## config.mk

```make
export PLATFORM = sky130hd
export DESIGN_NAME = syn_fifo_param
export DESIGN_NICKNAME = d
export VERILOG_FILES = /design/src/rtl/syn_fifo_param.sv
export SDC_FILE = /design/constraint.sdc
export NUM_CORES = 1
export LEC_CHECK = 0
export CAP_MARGIN = 10
export CORE_ASPECT_RATIO = 2
export CORE_MARGIN = 5
export CORE_UTILIZATION = 55
export CTS_CLUSTER_DIAMETER = 40
export CTS_CLUSTER_SIZE = 30
export DETAILED_ROUTE_END_ITERATION = 12
export GPL_ROUTABILITY_DRIVEN = 0
export PLACE_DENSITY_LB_ADDON = 0.05
export SLEW_MARGIN = 10
export SYNTH_ARGS = -nofsm -noshare
export SYNTH_HDL_FRONTEND = slang
export SYNTH_SLANG_ARGS = --single-unit
```

## constraint.sdc

```tcl
create_clock -name clk -period 3.5 [get_ports clk]
set_input_delay 0.525 -clock clk [delete_from_list [all_inputs] [get_ports clk]]
set_output_delay 0.525 -clock clk [all_outputs]
set_load 0.02 [all_outputs]
```

## src/rtl/syn_fifo_param.sv

```systemverilog
// syn_fifo_param: parameterised synchronous FIFO with registered status and error flags.
// Define SYN_FIFO_FWFT_EN for first-word-fall-through reads; default is a registered read port.
module syn_fifo_param #(
    parameter int unsigned DATA_W = 8,
    parameter int unsigned DEPTH  = 16,
    parameter int unsigned AF_LVL = DEPTH - 2,
    parameter int unsigned AE_LVL = 2
) (
    input  logic                   clk,
    input  logic                   rst,
    input  logic                   wr_en,
    input  logic [DATA_W-1:0]      data_in,
    input  logic                   rd_en,
    output logic [DATA_W-1:0]      data_out,
    output logic                   full_o,
    output logic                   emty_o,
    output logic                   almost_full_o,
    output logic                   almost_empty_o,
    output logic [$clog2(DEPTH):0] count_o,
    output logic                   ovf_o,
    output logic                   udf_o
);
    localparam int unsigned AW = $clog2(DEPTH);
    localparam int unsigned CW = AW + 1;
    localparam logic [CW-1:0] DepthC = CW'(DEPTH);
    localparam logic [CW-1:0] AfLvlC = CW'(AF_LVL);
    localparam logic [CW-1:0] AeLvlC = CW'(AE_LVL);

    logic [DATA_W-1:0] mem_q [DEPTH];

    logic [AW-1:0] wr_ptr_q, wr_ptr_d;
    logic [AW-1:0] rd_ptr_q, rd_ptr_d;
    logic [CW-1:0] count_q, count_d;
    logic          full_q, full_d;
    logic          emty_q, emty_d;
    logic          af_q, af_d;
    logic          ae_q, ae_d;
    logic          ovf_q, ovf_d;
    logic          udf_q, udf_d;
    logic          rd_acc, wr_acc;

    // Acceptance depends only on registered flags, so no input-to-flag combinational path.
    always_comb begin
        rd_acc   = rd_en && !emty_q;
        wr_acc   = wr_en && (!full_q || rd_acc);
        wr_ptr_d = wr_acc ? wr_ptr_q + AW'(1) : wr_ptr_q;
        rd_ptr_d = rd_acc ? rd_ptr_q + AW'(1) : rd_ptr_q;
        unique case ({wr_acc, rd_acc})
            2'b10:   count_d = count_q + CW'(1);
            2'b01:   count_d = count_q - CW'(1);
            default: count_d = count_q;
        endcase
        full_d = (count_d == DepthC);
        emty_d = (count_d == '0);
        af_d   = (count_d >= AfLvlC);
        ae_d   = (count_d <= AeLvlC);
        ovf_d  = wr_en && !wr_acc;
        udf_d  = rd_en && !rd_acc;
    end

    always_ff @(posedge clk or posedge rst) begin
        if (rst) begin
            wr_ptr_q <= '0;
            rd_ptr_q <= '0;
            count_q  <= '0;
            full_q   <= 1'b0;
            emty_q   <= 1'b1;
            af_q     <= 1'b0;
            ae_q     <= 1'b1;
            ovf_q    <= 1'b0;
            udf_q    <= 1'b0;
        end else begin
            wr_ptr_q <= wr_ptr_d;
            rd_ptr_q <= rd_ptr_d;
            count_q  <= count_d;
            full_q   <= full_d;
            emty_q   <= emty_d;
            af_q     <= af_d;
            ae_q     <= ae_d;
            ovf_q    <= ovf_d;
            udf_q    <= udf_d;
        end
    end

    // Storage is intentionally not reset; pointers and count hide any stale contents.
    always_ff @(posedge clk) begin
        if (wr_acc) begin
            mem_q[wr_ptr_q] <= data_in;
        end
    end

`ifdef SYN_FIFO_FWFT_EN
    logic [DATA_W-1:0] hold_q;

    // Tracks the presented head word so the output freezes on it once the FIFO drains.
    always_ff @(posedge clk or posedge rst) begin
        if (rst) begin
            hold_q <= '0;
        end else if (!emty_q) begin
            hold_q <= mem_q[rd_ptr_q];
        end
    end

    assign data_out = emty_q ? hold_q : mem_q[rd_ptr_q];
`else
    logic [DATA_W-1:0] dout_q;

    always_ff @(posedge clk or posedge rst) begin
        if (rst) begin
            dout_q <= '0;
        end else if (rd_acc) begin
            dout_q <= mem_q[rd_ptr_q];
        end
    end

    assign data_out = dout_q;
`endif

    assign full_o         = full_q;
    assign emty_o         = emty_q;
    assign almost_full_o  = af_q;
    assign almost_empty_o = ae_q;
    assign count_o        = count_q;
    assign ovf_o          = ovf_q;
    assign udf_o          = udf_q;

endmodule

```

======== Word-level counts from Yosys, hierarchy flattened ========
Memory sizes are Yosys's and may differ from the RTL's. A register that Yosys moved wholly into a read port is not among the register bits.
Cells that the tools add are included.
storage, ports and cells
  flip-flop bits (word level) ............. 19
  latch bits .............................. 0
  RAM bits ................................ 128
  memory bits (read-only) ................. 0
  output and inout port bits .............. 19
  word-level logic and storage cells ...... 32
  memories kept ........................... 1
operators by class
  $add $sub $neg .......................... 4
  multipliers ............................. 0
  div/mod/pow operators ................... 0
  magnitude comparators ................... 2
  equality and inequality tests ........... 3
  shifts and indexed selects .............. 0
  multiplexer cells ....................... 3
  bitwise gates (word level) .............. 0
  reductions and logical operators ........ 10
memory list
  name   depth  width  read ports  clocked after memory_dff  wr ports  RTL line  source
  mem_q  16     8      1           1                         1         29        logic [DATA_W-1:0] mem_q [DEPTH];
operators with widths
  kind                 count
  $pmux 5 s2           1
  $add 4x1->4 const B  2
  $add 5x1->5 const B  1
  $eq 5x5->1 const B   1
  $ge 5x4->1 const B   1
  $le 5x2->1 const B   1
  $logic_not 5->1      1
  $sub 5x1->5 const B  1
  $logic_and 1x1->1    4
  $logic_not 1->1      4
  $eq 2x1->1 const B   1
  $eq 2x2->1 const B   1
  $mux 1               2
  $logic_or 1x1->1     1

======== Logic depth before layout (Yosys ltp) ========
Gate-level depths: netlist of the first run.
  depth in word-level cells ............... 7
  mapped depth ............................ 13

======== Worst setup path after synthesis of the first run ========
OpenSTA, ideal clock, no wires.
  path kind ............................... register -> register
  start point ............................. reg emty_q (netlist: emty_o)
  end point ............................... reg full_q (netlist: full_o)
  data arrival time ....................... 2685 ps
  required time ........................... 3380 ps
  setup slack ............................. 696 ps
  stages on the path, launching flop included .. 14
  buffers on the path ..................... 2
  period minus slack after synthesis ...... 2804 ps
  cell sequence ........................... dfstp_2 nand2b_1 inv_1 clkbuf_1 ha_1 buf_2 xor2_1 ha_1 or3b_1 nand4b_1 o41ai_1 xnor2_1 inv_1 and3_1
between the ends
  cells in the longest elaborated chain, start to end .. 7
  elaborated cells between the ends (all ways) .. 8
ends and longest elaborated chain
  item                                      RTL line  source
  start: declaration                        35        logic emty_q, emty_d;
  start signal: assignment                  77        emty_q <= emty_d;
  $logic_not 1->1 *                         44        rd_acc = rd_en && !emty_q;
  $logic_and 1x1->1 *                       44
  named net rd_acc                          40        logic rd_acc, wr_acc;
  $logic_or 1x1->1                          45        wr_acc = wr_en && (!full_q || rd_acc);
  $logic_and 1x1->1                         45
  $eq 2x1->1 or $eq 2x2->1 (tied branches)  48        unique case ({wr_acc, rd_acc})
  $pmux 5 s2 *                              48
  named net count_d[4]                      33        logic [CW-1:0] count_q, count_d;
  $eq 5x5->1 *                              53        full_d = (count_d == DepthC);
  named net full_d                          34        logic full_q, full_d;
  end signal: assignment                    76        full_q <= full_d;
  end: declaration                          34
Mark *: on every way through the listed nets, which the timed path passes. The rest lies on a longest branch.
A chain may end at the register's enable or synchronous reset.

======== Worst setup path after layout of the first run ========
  start point ............................. in rd_en
  end point ............................... reg full_q (netlist: full_o)
between the ends
  cells in the longest elaborated chain, start to end .. 6
  elaborated cells between the ends (all ways) .. 7
ends and longest elaborated chain
  item                                      RTL line  source
  start: declaration                        13        input logic rd_en,
  $logic_and 1x1->1 *                       44
  $logic_or 1x1->1                          45
  $logic_and 1x1->1                         45
  $eq 2x1->1 or $eq 2x2->1 (tied branches)  48
  $pmux 5 s2 *                              48
  named net count_d[4]                      33
  $eq 5x5->1 *                              53
  named net full_d                          34
Marked as above.

==> impl_metrics.env, run 1 <==
export IMPL_status="finished, final reports clean"
export IMPL_critPathKind="in2reg"
export IMPL_cp_depth=13
export IMPL_endpoint_kind="register"
export IMPL_grt_ovfl_total=0
export IMPL_post_route_min_period_ns=2.893
export IMPL_dieArea_mm2=0.01393
export IMPL_synthCells=370
export IMPL_hold_viol_final=0
export IMPL_drv_cap=0
export IMPL_power_density_mw_per_mm2=835.3
export IMPL_ant_nets=0
export IMPL_die_w_um=86
export IMPL_critPathLaunchType="primary input"
export IMPL_drt_iter0_markers=165
export IMPL_p_leak_nw=2.671
export IMPL_peakVddDrop_v=0.0005796
export IMPL_area_growth_pct=18.20
export IMPL_max_slew_margin_rel=0.2658
export IMPL_grt_max_degree=40
export IMPL_synth_edff_count=128
export IMPL_critPathTopFamily="simple AND/OR/NAND/NOR gates"
export IMPL_post_place_ws_ns=0.1884
export IMPL_portBuffers=30
export IMPL_viasPerCell=5.778
export IMPL_start_util=0.5596
export IMPL_most_common_layout_cells="128 x edfxtp_1, 30 x clkdlybuf4s50_1, 26 x nor2_1, 25 x dfrtp_1, 23 x buf_4"
export IMPL_finClkSkew_ns=0.008187
export IMPL_root_buffer="clkbuf_16"
export IMPL_async_flop_share=0.1742
export IMPL_critPathMaxFanout=7
export IMPL_fin_crit_sh=0.8265
export IMPL_synth_distinct_cells=42
export IMPL_num_vias=3328
export IMPL_worst_path_largest_cell_delay_ns=0.47
export IMPL_cts_hold_buf=0
export IMPL_ios=31
export IMPL_antenna_found_initial=0
export IMPL_worstPathRequired_ns=3.80
export IMPL_setup_viol=0
export IMPL_cp_num_buf_inv=3
export IMPL_grt_pass1_vias=3585
export IMPL_synthesis_area_mm2=0.006354
export IMPL_max_clock_freq_ghz=0.3457
export IMPL_finalSetupTns_ns=0
export IMPL_rsz0062_at_grt="no"
export IMPL_hold_class="in2async"
export IMPL_core_region_area_mm2=0.01135
export IMPL_crit_chain="clkdlybuf4s50_1 > nand2b_1 > a21boi_2 > inv_1 > ha_1 > xor2_1 > ha_1 > or3b_1 > nand4b_1 > o41ai_1 > xnor2_1 > inv_1 > and3_1"
export IMPL_fp_dieH_um=162
export IMPL_ys_ff_latch=155
export IMPL_fin_ws_ns=0.6072
export IMPL_post_cts_setup_buffer_count=0
export IMPL_drc=0
export IMPL_yosys_warnings=0
export IMPL_cts_max_path_buffers=2
export IMPL_insertion_delay_ns=0.41
export IMPL_syn_avg_cell_area_um2=17.17
export IMPL_drive_gt1_frac=0.1774
export IMPL_ctsResizeCount=0
export IMPL_slowest_stage="clkdlybuf4s50_1"
export IMPL_wire_per_inst_um=21.42
export IMPL_layout_cells_most_common="edfxtp_1"
export IMPL_first_pass_iters=5
export IMPL_htreeDepth=4
export IMPL_grt_pass1_wl_mm=19.45
export IMPL_arrival_ns=3.20
export IMPL_ys_flop_type="edfxtp_1"
export IMPL_rows=55
export IMPL_cts_made_buffers=17
export IMPL_antenna_cells=0
export IMPL_finalWirelength_mm=12.34
export IMPL_reg2reg_depth=12
export IMPL_clk_pin_slew_ns=0.06
export IMPL_dpl_hpwl_mm=8.311
export IMPL_seq_area_frac_synth=0.7117
export IMPL_slew_violations=0
export IMPL_cts_sinks=155
export IMPL_worst_slew_pin_transition_ns=1.101
export IMPL_synth_nets=390
export IMPL_cts_tree="done"
export IMPL_track_usage=0.1928
export IMPL_nets=442
-- path summary, 6_finish.rpt --
check	from	endpoint	slack, ns
worst max register to register	emty_o$_DFF_PP1_	full_o$_DFF_PP0_	0.66
worst min-delay path	rst	ovf_o$_DFF_PP0_	0.35
max in group asynchronous	rst	data_out[5]$_DFFE_PP0P_	2.75
worst max-delay path	rd_en	full_o$_DFF_PP0_	0.61
worst min register to register	data_out[4]$_DFFE_PP0P_	data_out[4]$_DFFE_PP0P_	0.53
min in group clk	data_out[4]$_DFFE_PP0P_	data_out[4]$_DFFE_PP0P_	0.53
-- state kept, by name, indices dropped and copies added, names as in the netlist --
name,count
udf_o,1
full_o,1
emty_o,1
ovf_o,1
wr_ptr_q,4
count_o,5
rd_ptr_q,4
mem_q,128
almost_empty_o,1
almost_full_o,1
data_out,8
-- cell families after synthesis --
| logic type | synth area share |
|---|---|
| adder cells (fa/ha/maj) | 0.01575 |
| AO/OA/AOI/OAI | 0.04214 |
| multiplexers | 0.1239 |
| flip-flops | 0.7117 |
| AND/OR/NAND/NOR | 0.06223 |
| buffers and inverters | 0.02777 |
| XOR/XNOR | 0.01654 |
-- metrics by stage --
step | hold WS [ns] | cells | power (mW) | cell area, um2 | util
4_1_cts | 0.5347 | 575 | 6.342 | 7482 | 0.6590
3_3_place_gp | 0.5065 | 544 | 4.449 | 6885 | 0.6064
6_report | 0.3542 | 576 | 6.273 | 7510 | 0.6614
2_1_floorplan | 0.5730 | 370 | 3.878 | 6354 | -
3_5_place_dp | 0.5223 | 544 | 4.506 | 6885 | 0.6064
5_1_grt | 0.3563 | 576 | 6.613 | 7510 | 0.6614
-- synth_stat cells (3+ instances only) --
library cell,n,area (um2)
nor3_1,5,25.02
mux4_1,11,289.0
buf_4,4,30.03
ha_1,8,100.1
nand2b_1,4,25.02
mux4_2,13,292.8
a21oi_1,19,95.09
mux2i_1,16,160.2
nor2b_1,15,93.84
clkbuf_1,6,22.52
xnor2_1,10,87.58
inv_1,10,37.54
nand2_1,14,52.55
nor2_1,26,97.59
edfxtp_1,128,3844
mux2_2,4,45.04
buf_2,8,40.04
a31oi_1,4,25.02
and3_1,3,18.77
dfrtp_1,25,625.6
a2111oi_0,9,78.83
-- per-layer routing --
layer  GRT usage  share of wire
met1      0.2131           0.37
met3     0.04670          0.030
met2      0.3531           0.58
met5           0              0
met4     0.06700          0.018
-- report_power, final --
group / switching, mW / internal [mW]
clock: 0.699 / 1.12
sequential: 0.290 / 2.30
combinational: 0.977 / 0.887
total: 1.97 / 4.31
-- area by class of cell --
type                    instances  area, um2
clock buffers                  17      425.4
clock inverters                14      171.4
fillers                       814       3845
inverters                      10      37.54
multi-input cells             183       1655
flip-flops and latches        155       4522
well taps                     142      177.7
repair buffers                 55      520.5
(Power assumes the default switching activity.)
==> run 2: changes to the inputs <==
- CORE_UTILIZATION: 55 -> 54
- clock period: 3.5 -> 2.5 ns (I/O delays scaled with it)
==> run 2 against run 1 <==
Final cell count is 5.7% higher. Largest power group unchanged. Register-to-register slack lost 0.64 ns. Power is 48% higher. Flip-flop and latch count stayed put. Worst hold slack improved by 0.061 ns. Die area increased by 1.7%. Clock skew barely moved. Utilization is 0.76 points higher. Largest cell class unchanged. Clock power rose by 42%.
==> impl_metrics.env, run 2 (synthesis results as in run 1) <==
export IMPL_cts_sinks=155
export IMPL_htreeDepth=4
export IMPL_reg2reg_slack_ns=0.02
export IMPL_fin_cells=609
export IMPL_track_usage=0.2128
export IMPL_grt_pass1_wl_mm=21.28
export IMPL_crit_chain="nand2b_4 > buf_6 > inv_4 > ha_4 > xor2_2 > ha_2 > or3b_1 > nand4b_1 > o41ai_2 > xnor2_1 > buf_4 > and4_1"
export IMPL_viasPerCell=5.772
export IMPL_cp_num_buf_inv=3
export IMPL_ios=31
export IMPL_cts_tree="done"
export IMPL_most_common_layout_cells="128 x edfxtp_1, 52 x buf_4, 30 x clkdlybuf4s50_1, 26 x nor2_1, 25 x dfrtp_1"
export IMPL_post_route_util=0.6690
export IMPL_reg2reg_depth=12
export IMPL_num_vias=3515
export IMPL_finClkSkew_ns=0.008491
export IMPL_hold_class="in2async"
export IMPL_cts_max_path_buffers=2
export IMPL_design_area_mm2=0.007781
export IMPL_nets=471
export IMPL_worst_path_largest_cell_delay_ns=0.54
export IMPL_hold_viol_final=0
export IMPL_max_slew_margin_rel=0.4631
export IMPL_largest_reg_flops=128
export IMPL_layout_cells_most_common="edfxtp_1"
export IMPL_antenna_found_initial=0
export IMPL_slowest_stage="dfstp_2"
export IMPL_max_clock_freq_ghz=0.4030
export IMPL_critPathTopFamily="simple AND/OR/NAND/NOR gates"
export IMPL_ant_nets=0
export IMPL_cp_depth=12
export IMPL_finalWirelength_mm=13.73
export IMPL_start_util=0.5463
export IMPL_endpoint_kind="register"
export IMPL_reg2reg_to="almost_empty_o$_DFF_PP1_"
export IMPL_insertion_delay_ns=0.41
export IMPL_post_route_min_period_ns=2.481
export IMPL_die_w_um=86.70
export IMPL_status="finished, final reports clean"
export IMPL_fp_dieH_um=163.4
export IMPL_dieArea_mm2=0.01417
export IMPL_critPathMaxFanout=4
export IMPL_slew_violations=0
export IMPL_critPathLaunchType="register"
export IMPL_whs_ns=0.4150
export IMPL_largest_register="mem_q"
export IMPL_peakVddDrop_v=0.0008587
export IMPL_rsz0062_at_grt="yes"
export IMPL_worst_slew_pin_transition_ns=0.8044
export IMPL_arrival_ns=2.84
export IMPL_grt_ovfl_total=0
export IMPL_critPathKind="reg2reg"
export IMPL_drc=0
export IMPL_p_leak_nw=2.827
export IMPL_first_pass_iters=4
export IMPL_portBuffers=30
export IMPL_nFillCells=837
export IMPL_root_buffer="clkbuf_16"
export IMPL_power_density_mw_per_mm2=1193
export IMPL_r2r_start="emty_o$_DFF_PP1_"
export IMPL_drt_iter0_markers=196
export IMPL_cts_made_buffers=17
export IMPL_worstPathRequired_ns=2.86
export IMPL_setup_viol=0
export IMPL_dpl_hpwl_mm=9.560
export IMPL_drv_cap=0
export IMPL_cts_hold_buf=0
export IMPL_antenna_cells=0
export IMPL_finalSetupTns_ns=0
export IMPL_dp_cells=573
export IMPL_placed_area_mm2=0.007122
export IMPL_core_region_area_mm2=0.01163
export IMPL_fin_crit_sh=0.9926
export IMPL_drive_gt1_frac=0.2457
export IMPL_clk_pin_slew_ns=0.06
export IMPL_grt_pass1_vias=3787
export IMPL_grt_max_degree=36
export IMPL_rows=56
export IMPL_wire_per_inst_um=22.54
export IMPL_area_growth_pct=22.47
run 2: cell count changes in the layout (fill, tap and decap cells not counted), moves of 2 or more:
cell / before / now
ha_1: 8 / 6
clkinv_4: 3 / 1
inv_6: 2 / 4
buf_4: 23 / 52
clkinv_2: 3 / 1
run 2: worst max path at each step:
stage                           from                       end  slack (ns)
global placement               rd_en          full_o$_DFF_PP0_       -0.37
finish              emty_o$_DFF_PP1_  almost_empty_o$_DFF_PP1_        0.02
CTS                 emty_o$_DFF_PP1_  almost_empty_o$_DFF_PP1_       0.004
floorplan           emty_o$_DFF_PP1_          full_o$_DFF_PP0_       -0.12
global route        emty_o$_DFF_PP1_  almost_empty_o$_DFF_PP1_       -0.10
detailed placement             rd_en          full_o$_DFF_PP0_       -0.42
run 2: per-layer routing:
metal / share of wire / routed length [um] / GRT usage
met5: 0 / 0 / 0
met2: 0.60 / 8248 / 0.4006
met3: 0.030 / 409 / 0.04341
met4: 0.023 / 314 / 0.08865
met1: 0.35 / 4754 / 0.2227
run 2: layout make-up:
class	instances	area [um2]	share of cell area
clock buffers	18	429.2	0.05515
clock inverters	14	168.9	0.02171
multi-input cells	183	1718	0.2208
inverters	10	40.04	0.005146
repair buffers	84	721.9	0.09278
well taps	145	181.4	0.02332
flip-flops and latches	155	4522	0.5811
run 2: where the power goes:
part           internal (mW)  total, mW  switching, mW
logic                   1.54       3.18           1.63
clock network           1.57       2.58           1.00
registers               3.22       3.53          0.310
run 2: repair_timing:
item,in CTS,in global routing
gates resized for setup,1,6
gates cloned,0,0
pin swaps,1,2
setup buffers,1,3
endpoints found under the setup margin,2,5
run 2: worst register-to-register path, cell delays in order, from the launching register on:
cell      delay, ns
dfstp_2        0.54
nand2b_4       0.14
buf_6          0.12
inv_4          0.04
ha_4           0.15
xor2_2         0.12
ha_2           0.19
or3b_1         0.35
nand4b_1       0.11
o41ai_2        0.09
xnor2_1        0.24
buf_4          0.17
and4_1         0.18
run 2: per-stage QoR:
step | power [mW] | setup WS [ns]
after detailed placement | 6.713 | -0.4168
after floorplan | 5.462 | -0.1187
after global routing | 9.796 | -0.1018
after global placement | 6.653 | -0.3679
after CTS | 9.326 | 0.004398
final | 9.286 | 0.01850
